--- src/rtl/dcache_write_buffer_pkg.sv ---
// Shared types and constants for the DCache posted-write buffer.
// Widths are fixed here so the entry struct and the tag slice stay consistent.
package wb_pkg;

  localparam int ADDR_W = 12;
  localparam int DATA_W = 256;
  localparam int OFF_W  = $clog2(DATA_W / 8);
  localparam int TAG_W  = ADDR_W - OFF_W;

  typedef logic [ADDR_W-1:0] addr_t;
  typedef logic [DATA_W-1:0] data_t;
  typedef logic [TAG_W-1:0]  tag_t;

  typedef struct packed {
    addr_t addr;
    data_t data;
  } wb_entry_t;

  typedef enum logic [1:0] {
    R_IDLE = 2'd0,
    R_HIT  = 2'd1,
    R_AR   = 2'd2,
    R_DATA = 2'd3
  } rd_state_e;

  function automatic tag_t line_tag(input addr_t a);
    return a[ADDR_W-1:OFF_W];
  endfunction

endpackage

--- src/rtl/dcache_write_buffer_fifo.sv ---
// DEPTH-entry line FIFO for the write buffer. Entries are also presented in
// age order (index 0 = head) with valid bits for the parallel tag compare.
module wb_entry_fifo
  import wb_pkg::*;
#(
  parameter int DEPTH = 2,
  localparam int PTR_W = $clog2(DEPTH),
  localparam int CNT_W = PTR_W + 1
) (
  input  logic             clk,
  input  logic             rst,
  input  logic             push,
  input  wb_entry_t        push_entry,
  input  logic             pop,
  output logic             full,
  output logic             empty,
  output logic [CNT_W-1:0] count_next,
  output wb_entry_t        head_next,
  output wb_entry_t        entries [DEPTH],
  output logic             valid [DEPTH]
);

  logic [PTR_W-1:0] head_r;
  logic [PTR_W-1:0] tail_r;
  logic [CNT_W-1:0] count_r;
  wb_entry_t        mem_r [DEPTH];
  logic [PTR_W-1:0] head_inc_s;

  assign full       = (count_r == CNT_W'(DEPTH));
  assign empty      = (count_r == {CNT_W{1'b0}});
  assign head_inc_s = head_r + PTR_W'(1);

  // Occupancy update and the entry that will sit at the head next cycle.
  always_comb begin
    count_next = count_r;
    head_next  = mem_r[head_r];
    case ({push, pop})
      2'b10:   count_next = count_r + CNT_W'(1);
      2'b01:   count_next = count_r - CNT_W'(1);
      default: count_next = count_r;
    endcase
    // A push into a buffer that is (or is becoming) empty lands directly at the head.
    if (push && (count_r == CNT_W'(pop))) begin
      head_next = push_entry;
    end else if (pop) begin
      head_next = mem_r[head_inc_s];
    end else begin
      head_next = mem_r[head_r];
    end
  end

  // Age-ordered view of the storage for the read-hit compare.
  always_comb begin
    for (int k = 0; k < DEPTH; k++) begin
      entries[k] = mem_r[head_r + PTR_W'(k)];
      valid[k]   = (CNT_W'(k) < count_r);
    end
  end

  // Storage, pointers and count.
  always_ff @(posedge clk or posedge rst) begin
    if (rst) begin
      head_r  <= {PTR_W{1'b0}};
      tail_r  <= {PTR_W{1'b0}};
      count_r <= {CNT_W{1'b0}};
      for (int i = 0; i < DEPTH; i++) begin
        mem_r[i] <= '0;
      end
    end else begin
      if (push) begin
        mem_r[tail_r] <= push_entry;
        tail_r        <= tail_r + PTR_W'(1);
      end
      if (pop) begin
        head_r <= head_inc_s;
      end
      count_r <= count_next;
    end
  end

endmodule

--- src/rtl/dcache_write_buffer.sv ---
// Posted-write buffer between the DCache AXI4-Lite port and interconnect M1:
// evictions are queued and drained in the background, reads may hit the queue.
module dcache_write_buffer
  import wb_pkg::*;
#(
  parameter int DEPTH = 2
) (
  input  logic              clk,
  input  logic              rst,
  input  logic [ADDR_W-1:0] s_awaddr,
  input  logic              s_awvalid,
  output logic              s_awready,
  input  logic [DATA_W-1:0] s_wdata,
  input  logic              s_wvalid,
  output logic              s_wready,
  input  logic [ADDR_W-1:0] s_araddr,
  input  logic              s_arvalid,
  output logic              s_arready,
  output logic [DATA_W-1:0] s_rdata,
  output logic              s_rvalid,
  input  logic              s_rready,
  output logic [ADDR_W-1:0] m_awaddr,
  output logic              m_awvalid,
  input  logic              m_awready,
  output logic [DATA_W-1:0] m_wdata,
  output logic              m_wvalid,
  input  logic              m_wready,
  output logic [ADDR_W-1:0] m_araddr,
  output logic              m_arvalid,
  input  logic              m_arready,
  input  logic [DATA_W-1:0] m_rdata,
  input  logic              m_rvalid,
  output logic              m_rready
);

  localparam int CNT_W = $clog2(DEPTH) + 1;

  logic             push_s, pop_s, full_s, empty_s;
  logic [CNT_W-1:0] count_next_s;
  wb_entry_t        push_entry_s, head_next_s;
  wb_entry_t        entries_s [DEPTH];
  logic             valid_s [DEPTH];

  logic             aw_hs_s, w_hs_s, aw_done_next_s, w_done_next_s;
  logic             aw_done_r, w_done_r, m_awvalid_r, m_wvalid_r;
  addr_t            m_awaddr_r, m_araddr_r, araddr_next_s;
  data_t            m_wdata_r, rdata_r, rdata_next_s, hit_data_s;
  logic             hit_s, ar_accept_s;
  rd_state_e        state_r, state_next_s;

  assign push_s       = !full_s && s_awvalid && s_wvalid;
  assign s_awready    = push_s;
  assign s_wready     = push_s;
  assign push_entry_s = '{addr: s_awaddr, data: s_wdata};

  wb_entry_fifo #(.DEPTH(DEPTH)) u_fifo (
    .clk        (clk),
    .rst        (rst),
    .push       (push_s),
    .push_entry (push_entry_s),
    .pop        (pop_s),
    .full       (full_s),
    .empty      (empty_s),
    .count_next (count_next_s),
    .head_next  (head_next_s),
    .entries    (entries_s),
    .valid      (valid_s)
  );

  // Drain handshake tracking: AW and W may complete in different cycles.
  always_comb begin
    aw_hs_s = m_awvalid_r && m_awready;
    w_hs_s  = m_wvalid_r && m_wready;
    pop_s   = !empty_s && (aw_done_r || aw_hs_s) && (w_done_r || w_hs_s);
    if (pop_s) begin
      aw_done_next_s = 1'b0;
      w_done_next_s  = 1'b0;
    end else begin
      aw_done_next_s = aw_done_r || aw_hs_s;
      w_done_next_s  = w_done_r || w_hs_s;
    end
  end

  // Registered downstream write channel, preloaded with next cycle's head.
  always_ff @(posedge clk or posedge rst) begin
    if (rst) begin
      aw_done_r   <= 1'b0;
      w_done_r    <= 1'b0;
      m_awvalid_r <= 1'b0;
      m_wvalid_r  <= 1'b0;
      m_awaddr_r  <= '0;
      m_wdata_r   <= '0;
    end else begin
      aw_done_r   <= aw_done_next_s;
      w_done_r    <= w_done_next_s;
      m_awvalid_r <= (count_next_s != {CNT_W{1'b0}}) && !aw_done_next_s;
      m_wvalid_r  <= (count_next_s != {CNT_W{1'b0}}) && !w_done_next_s;
      if (count_next_s != {CNT_W{1'b0}}) begin
        m_awaddr_r <= head_next_s.addr;
        m_wdata_r  <= head_next_s.data;
      end
    end
  end

  assign m_awvalid = m_awvalid_r;
  assign m_wvalid  = m_wvalid_r;
  assign m_awaddr  = m_awaddr_r;
  assign m_wdata   = m_wdata_r;
  assign m_araddr  = m_araddr_r;

  // Newest matching entry wins: later (younger) matches overwrite earlier ones.
  always_comb begin
    hit_s      = 1'b0;
    hit_data_s = '0;
    for (int k = 0; k < DEPTH; k++) begin
      if (valid_s[k] && (line_tag(entries_s[k].addr) == line_tag(s_araddr))) begin
        hit_s      = 1'b1;
        hit_data_s = entries_s[k].data;
      end
    end
  end

  // Read FSM next state and read-side outputs.
  always_comb begin
    state_next_s  = state_r;
    rdata_next_s  = rdata_r;
    araddr_next_s = m_araddr_r;
    s_arready     = 1'b0;
    s_rvalid      = 1'b0;
    s_rdata       = '0;
    m_arvalid     = 1'b0;
    m_rready      = 1'b0;
    ar_accept_s   = 1'b0;
    case (state_r)
      R_IDLE: begin
        s_arready   = !push_s;
        ar_accept_s = s_arvalid && !push_s;
        if (ar_accept_s && hit_s) begin
          state_next_s = R_HIT;
          rdata_next_s = hit_data_s;
        end else if (ar_accept_s) begin
          state_next_s  = R_AR;
          araddr_next_s = s_araddr;
        end else begin
          state_next_s = R_IDLE;
        end
      end
      R_HIT: begin
        s_rvalid = 1'b1;
        s_rdata  = rdata_r;
        if (s_rready) begin
          state_next_s = R_IDLE;
        end else begin
          state_next_s = R_HIT;
        end
      end
      R_AR: begin
        m_arvalid = 1'b1;
        if (m_arready) begin
          state_next_s = R_DATA;
        end else begin
          state_next_s = R_AR;
        end
      end
      R_DATA: begin
        s_rvalid = m_rvalid;
        s_rdata  = m_rdata;
        m_rready = s_rready;
        if (m_rvalid && s_rready) begin
          state_next_s = R_IDLE;
        end else begin
          state_next_s = R_DATA;
        end
      end
      default: state_next_s = R_IDLE;
    endcase
  end

  // Read FSM state and latched read address / hit data.
  always_ff @(posedge clk or posedge rst) begin
    if (rst) begin
      state_r    <= R_IDLE;
      rdata_r    <= '0;
      m_araddr_r <= '0;
    end else begin
      state_r    <= state_next_s;
      rdata_r    <= rdata_next_s;
      m_araddr_r <= araddr_next_s;
    end
  end

endmodule

--- config.mk ---
export PLATFORM = sky130hd
export DESIGN_NAME = dcache_write_buffer
export DESIGN_NICKNAME = d
export VERILOG_FILES = /design/src/rtl/dcache_write_buffer_pkg.sv /design/src/rtl/dcache_write_buffer_fifo.sv /design/src/rtl/dcache_write_buffer.sv
export SDC_FILE = /design/constraint.sdc
export NUM_CORES = 2
export LEC_CHECK = 0
export ABC_AREA = 1
export CAP_MARGIN = 20
export CORE_AREA = 2 2 430 432
export DETAILED_ROUTE_END_ITERATION = 10
export DIE_AREA = 0 0 432 434
export PLACE_DENSITY = 0.63
export SETUP_SLACK_MARGIN = 0.05
export SLEW_MARGIN = 20
export SYNTH_ARGS = -nofsm -noshare
export SYNTH_HDL_FRONTEND = slang
export SYNTH_SLANG_ARGS = --single-unit
--- constraint.sdc ---
create_clock -name clk -period 39 [get_ports clk]
set_clock_uncertainty 0.1 [all_clocks]
set_input_delay 7.8 -clock clk [delete_from_list [all_inputs] [get_ports clk]]
set_output_delay 7.8 -clock clk [all_outputs]
set_load 0.01 [all_outputs]
==> metrics.md <==
| Metric | Value |
|---|---|
| Status | `complete, no violations` |
| Rel. slew slack | `between 15 and 20%` |
| Synth Area in Compound Gates | `approximately 11%` |
| Iteration-0 DRC Markers | `5605` |
| Xor-xnor portion of the synthesized cell area | `less than 1%` |
| Most frequent cells in the layout | `nand2_1, clkdlybuf4s50_1, dfrtp_1, o21ai_0, nand3_1` |
| Slowest stage delay, CP | `~660 ps` |
| Internal power | `3.44 mW` |
| Slew @ Worst Pin | `approximately 1200 ps` |
| Syn Nets | `8825` |
| Syn Inst Count | `~8300` |
| PwrDens | `between 70 and 80 nW/um^2` |
| CTS root buffer | `clkbuf_16` |
| Drt pass-1 iters | `6` |
| Post-synthesis mux area share | `under 10%` |
| CP Buf/Inv Count | `2` |
| Crit path DAT | `approximately 9500 ps` |
| DIE WIDTH | `~430 um` |
| Peak supply drop | `about 86 uV` |
| RSZ-0062 raised after global routing | `no` |
| CP max-delay cell | `clkdlybuf4s50_1` |
| Tcrit/Tclk final | `~45%` |
| Final setup TNS | `0 ps` |
| Core Area | `~180000 um^2` |
| Hold_sp | `m_wdata[61]` |
| Mapped Area | `around 61000 um^2` |
| Synth unique cells | `26` |
| Clock transition at path regs | `50 ps` |
| Placed instance area | `about 73000 um^2` |
| Number of nets still failing antenna checks after routing | `0` |
| Post-CTS sizing | `0` |
| Ys async rst share | `100%` |
| MaxCap Viol Count | `0` |
| FF+latch count, synth | `roughly 1100` |
| Syn-to-layout area delta | `26.6%` |
| Critical Path Start | `s_wvalid` |
| Max Clk Rate | `around 57 MHz` |
| Residual DRC | `0` |
| Setup violations, final | `0` |
| Clock network fraction of design power | `20.3%` |
| Worst setup EP type | `output pin` |
| Post-CTS Setup Repair Bufs | `0` |
| Initial antenna violation count | `40` |
| Sw Share | `43.9%` |
| Routed len/inst | `between 20 and 25 um` |
| Most common cell after layout, fill and taps aside | `nand2_1` |
| Comb power frac | `a little under half` |
| Mapped Avg Cell Area | `7.35 um^2` |
| FILL cells | `between 15000 and 20000` |
| Final #Nets | `about 9500` |
| Main combinational cell family by area after synthesis | `simple AND/OR/NAND/NOR gates` |
| Vias after detailed routing | `59400` |
| Adder-cell share of the synthesized area | `less than 1%` |
| Startpoint types | `primary input` |
| IO buf count | `1089` |
| Yosys warns | `0` |
| Final HPWL from detailed placement | `147000 um` |
| I/O pin cnt | `~1100` |
| Most frequent CP cell | `clkdlybuf4s50_1` |
| Pin count of the biggest net entering global routing | `between 200 and 250` |
| Critical path, cell by cell | `clkdlybuf4s50_1 > nand2_1 > nor2_1 > clkdlybuf4s50_1` |
| Die area | `~190000 um^2` |
| GR Util All Layers | `a little under a quarter` |
| Simple logic cell fraction of the synthesized area | `about 27%` |
| Worst EP required | `approximately 31000 ps` |
| Routed wire length | `~230000 um` |
| Crit path time final | `~17000 ps` |
| Hold bufs inserted after CTS | `0` |
| # H-tree levels | `4` |
| Via density | `5.20` |
| Final Hold Fails | `0` |
| Synth Flop Type | `dfrtp_1` |
| Sw Pwr | `2.69 mW` |
| Clk buf depth | `3` |
| WS Path Type | `in2out` |
| Sink Count | `between 1000 and 1500` |
| DIE HEIGHT | `between 400 and 500 um` |
| Leak pwr | `about 38 nW` |
| Layout cells sized above 1 | `approximately 3.2%` |
| Inserted Clock Buffers | `around 130` |
| Gr ovfl total | `0` |
| Register area share after synthesis | `between 40% and 50%` |
| CP max FO | `7` |
| Crit path max-delay family | `buffers and inverters` |
| First-pass GRT wire length | `346000 um` |
| Flop pwr share | `about a third` |
| Hold WC Path Type | `reg2reg` |
| Post-synth EDFFs | `0` |
| Initial core utilization | `approximately a third` |
| Placer Congestion | `approximately 0.90` |
| Total power | `6.13 mW` |
| Row count | `157` |
| Vias in the first global route | `approximately 56000` |
| CTS tree | `yes` |
| Final Max Tran Viols | `0` |
| RR Startpoint | `u_fifo.head_r` |
| Worst-Skew Late Latency | `790 ps` |
| Finished Cell Area | `approximately 77000 um^2` |
==> metrics by stage <==
step / setup WS (ps) / hold WS (ps) / util [%] / instances
floorplan: 639 / 353 / - / 8274
global placement: 21640 / 361 / 39.8 / 11200
detailed placement: 21600 / 364 / 39.8 / 11200
CTS: 21590 / 380 / 42.1 / 11400
global route: 21490 / 396 / 42.2 / 11400
finish: 21600 / 376 / 42.2 / 11400
==> final timing paths <==
check / slack, ps / cells past startpoint / end
min in group asynchronous: 7480 / 2 / u_fifo.mem_r[16]
max in group asynchronous: 28270 / 5 / m_wdata[88]
max: 21600 / 4 / s_wready
min: 380 / 2 / m_wdata[61]
min reg2reg: 380 / 2 / m_wdata[61]
max reg2reg: 32040 / 14 / rdata_r[244]
==> cell usage after synthesis (5+ instances only) <==
cell	instances	share of area, %
nand2_1	2229	14
dfrtp_1	1082	45
o21ai_0	1072	8.8
nand3_1	1053	8.7
nor2_1	806	5.0
inv_1	564	3.5
mux2i_1	512	8.4
clkbuf_1	411	2.5
a21oi_1	263	2.2
buf_2	157	1.3
buf_4	64	0.79
buf_1	31	0.19
buf_6	6	0.11
ha_1	5	0.10
==> cell type report <==
| class | count | area, um^2 | area share, % |
|---|---|---|---|
| Antenna cell | 35 | 87.6 | 0.114 |
| Clock buffer | 202 | 3990 | 5.18 |
| Clock inverter | 28 | 335 | 0.435 |
| Inverter | 568 | 2160 | 2.81 |
| Multi-Input combinational cell | 5955 | 28700 | 37.3 |
| Sequential cell | 1082 | 27100 | 35.2 |
| Tap cell | 2385 | 2980 | 3.87 |
| Timing Repair Buffer | 1164 | 11700 | 15.1 |
==> cell families after synthesis <==
logic type	after synthesis
AOI/OAI and AO/OA	1341
xor gates and xnor gates	2
adders and majority gates	5
buffers and inverters	1237
DFF	1082
muxes	512
and+or+nand+nor	4095
==> sequential cells by signal, summed over array words and instances, names as in the netlist, 2 cells and up <==
name and count:
m_awaddr 12, u_fifo.count_r 2, rdata_r 256, m_wdata 256
m_araddr 12, u_fifo.mem_r 536, state_r 2
==> per-layer routing <==
metal	track usage, %	vias to the layer above	share of wire (%)
li1	-	28100	-
met1	29.8	28700	41
met2	38.8	2211	48
met3	4.42	375	6.5
met4	12.0	10	4.3
met5	0	-	0.028
==> power by group through the flow <==
stage / sequential [mW] / clock [mW] / combinational (mW)
final: 1.98 / 1.25 / 2.91
after detailed placement: 1.98 / 0 / 2.90
after global routing: 2.03 / 1.32 / 3.24
after global placement: 1.95 / 0 / 2.85
after CTS: 1.97 / 1.28 / 2.92
after floorplan: 1.92 / 0 / 1.90
==> worst min-delay path: cells and delay by family (launching register included) <==
kind	cells	cell delay, ps
and+or+nand+nor	2	100
DFF	1	340
(Power assumes the default switching activity.)
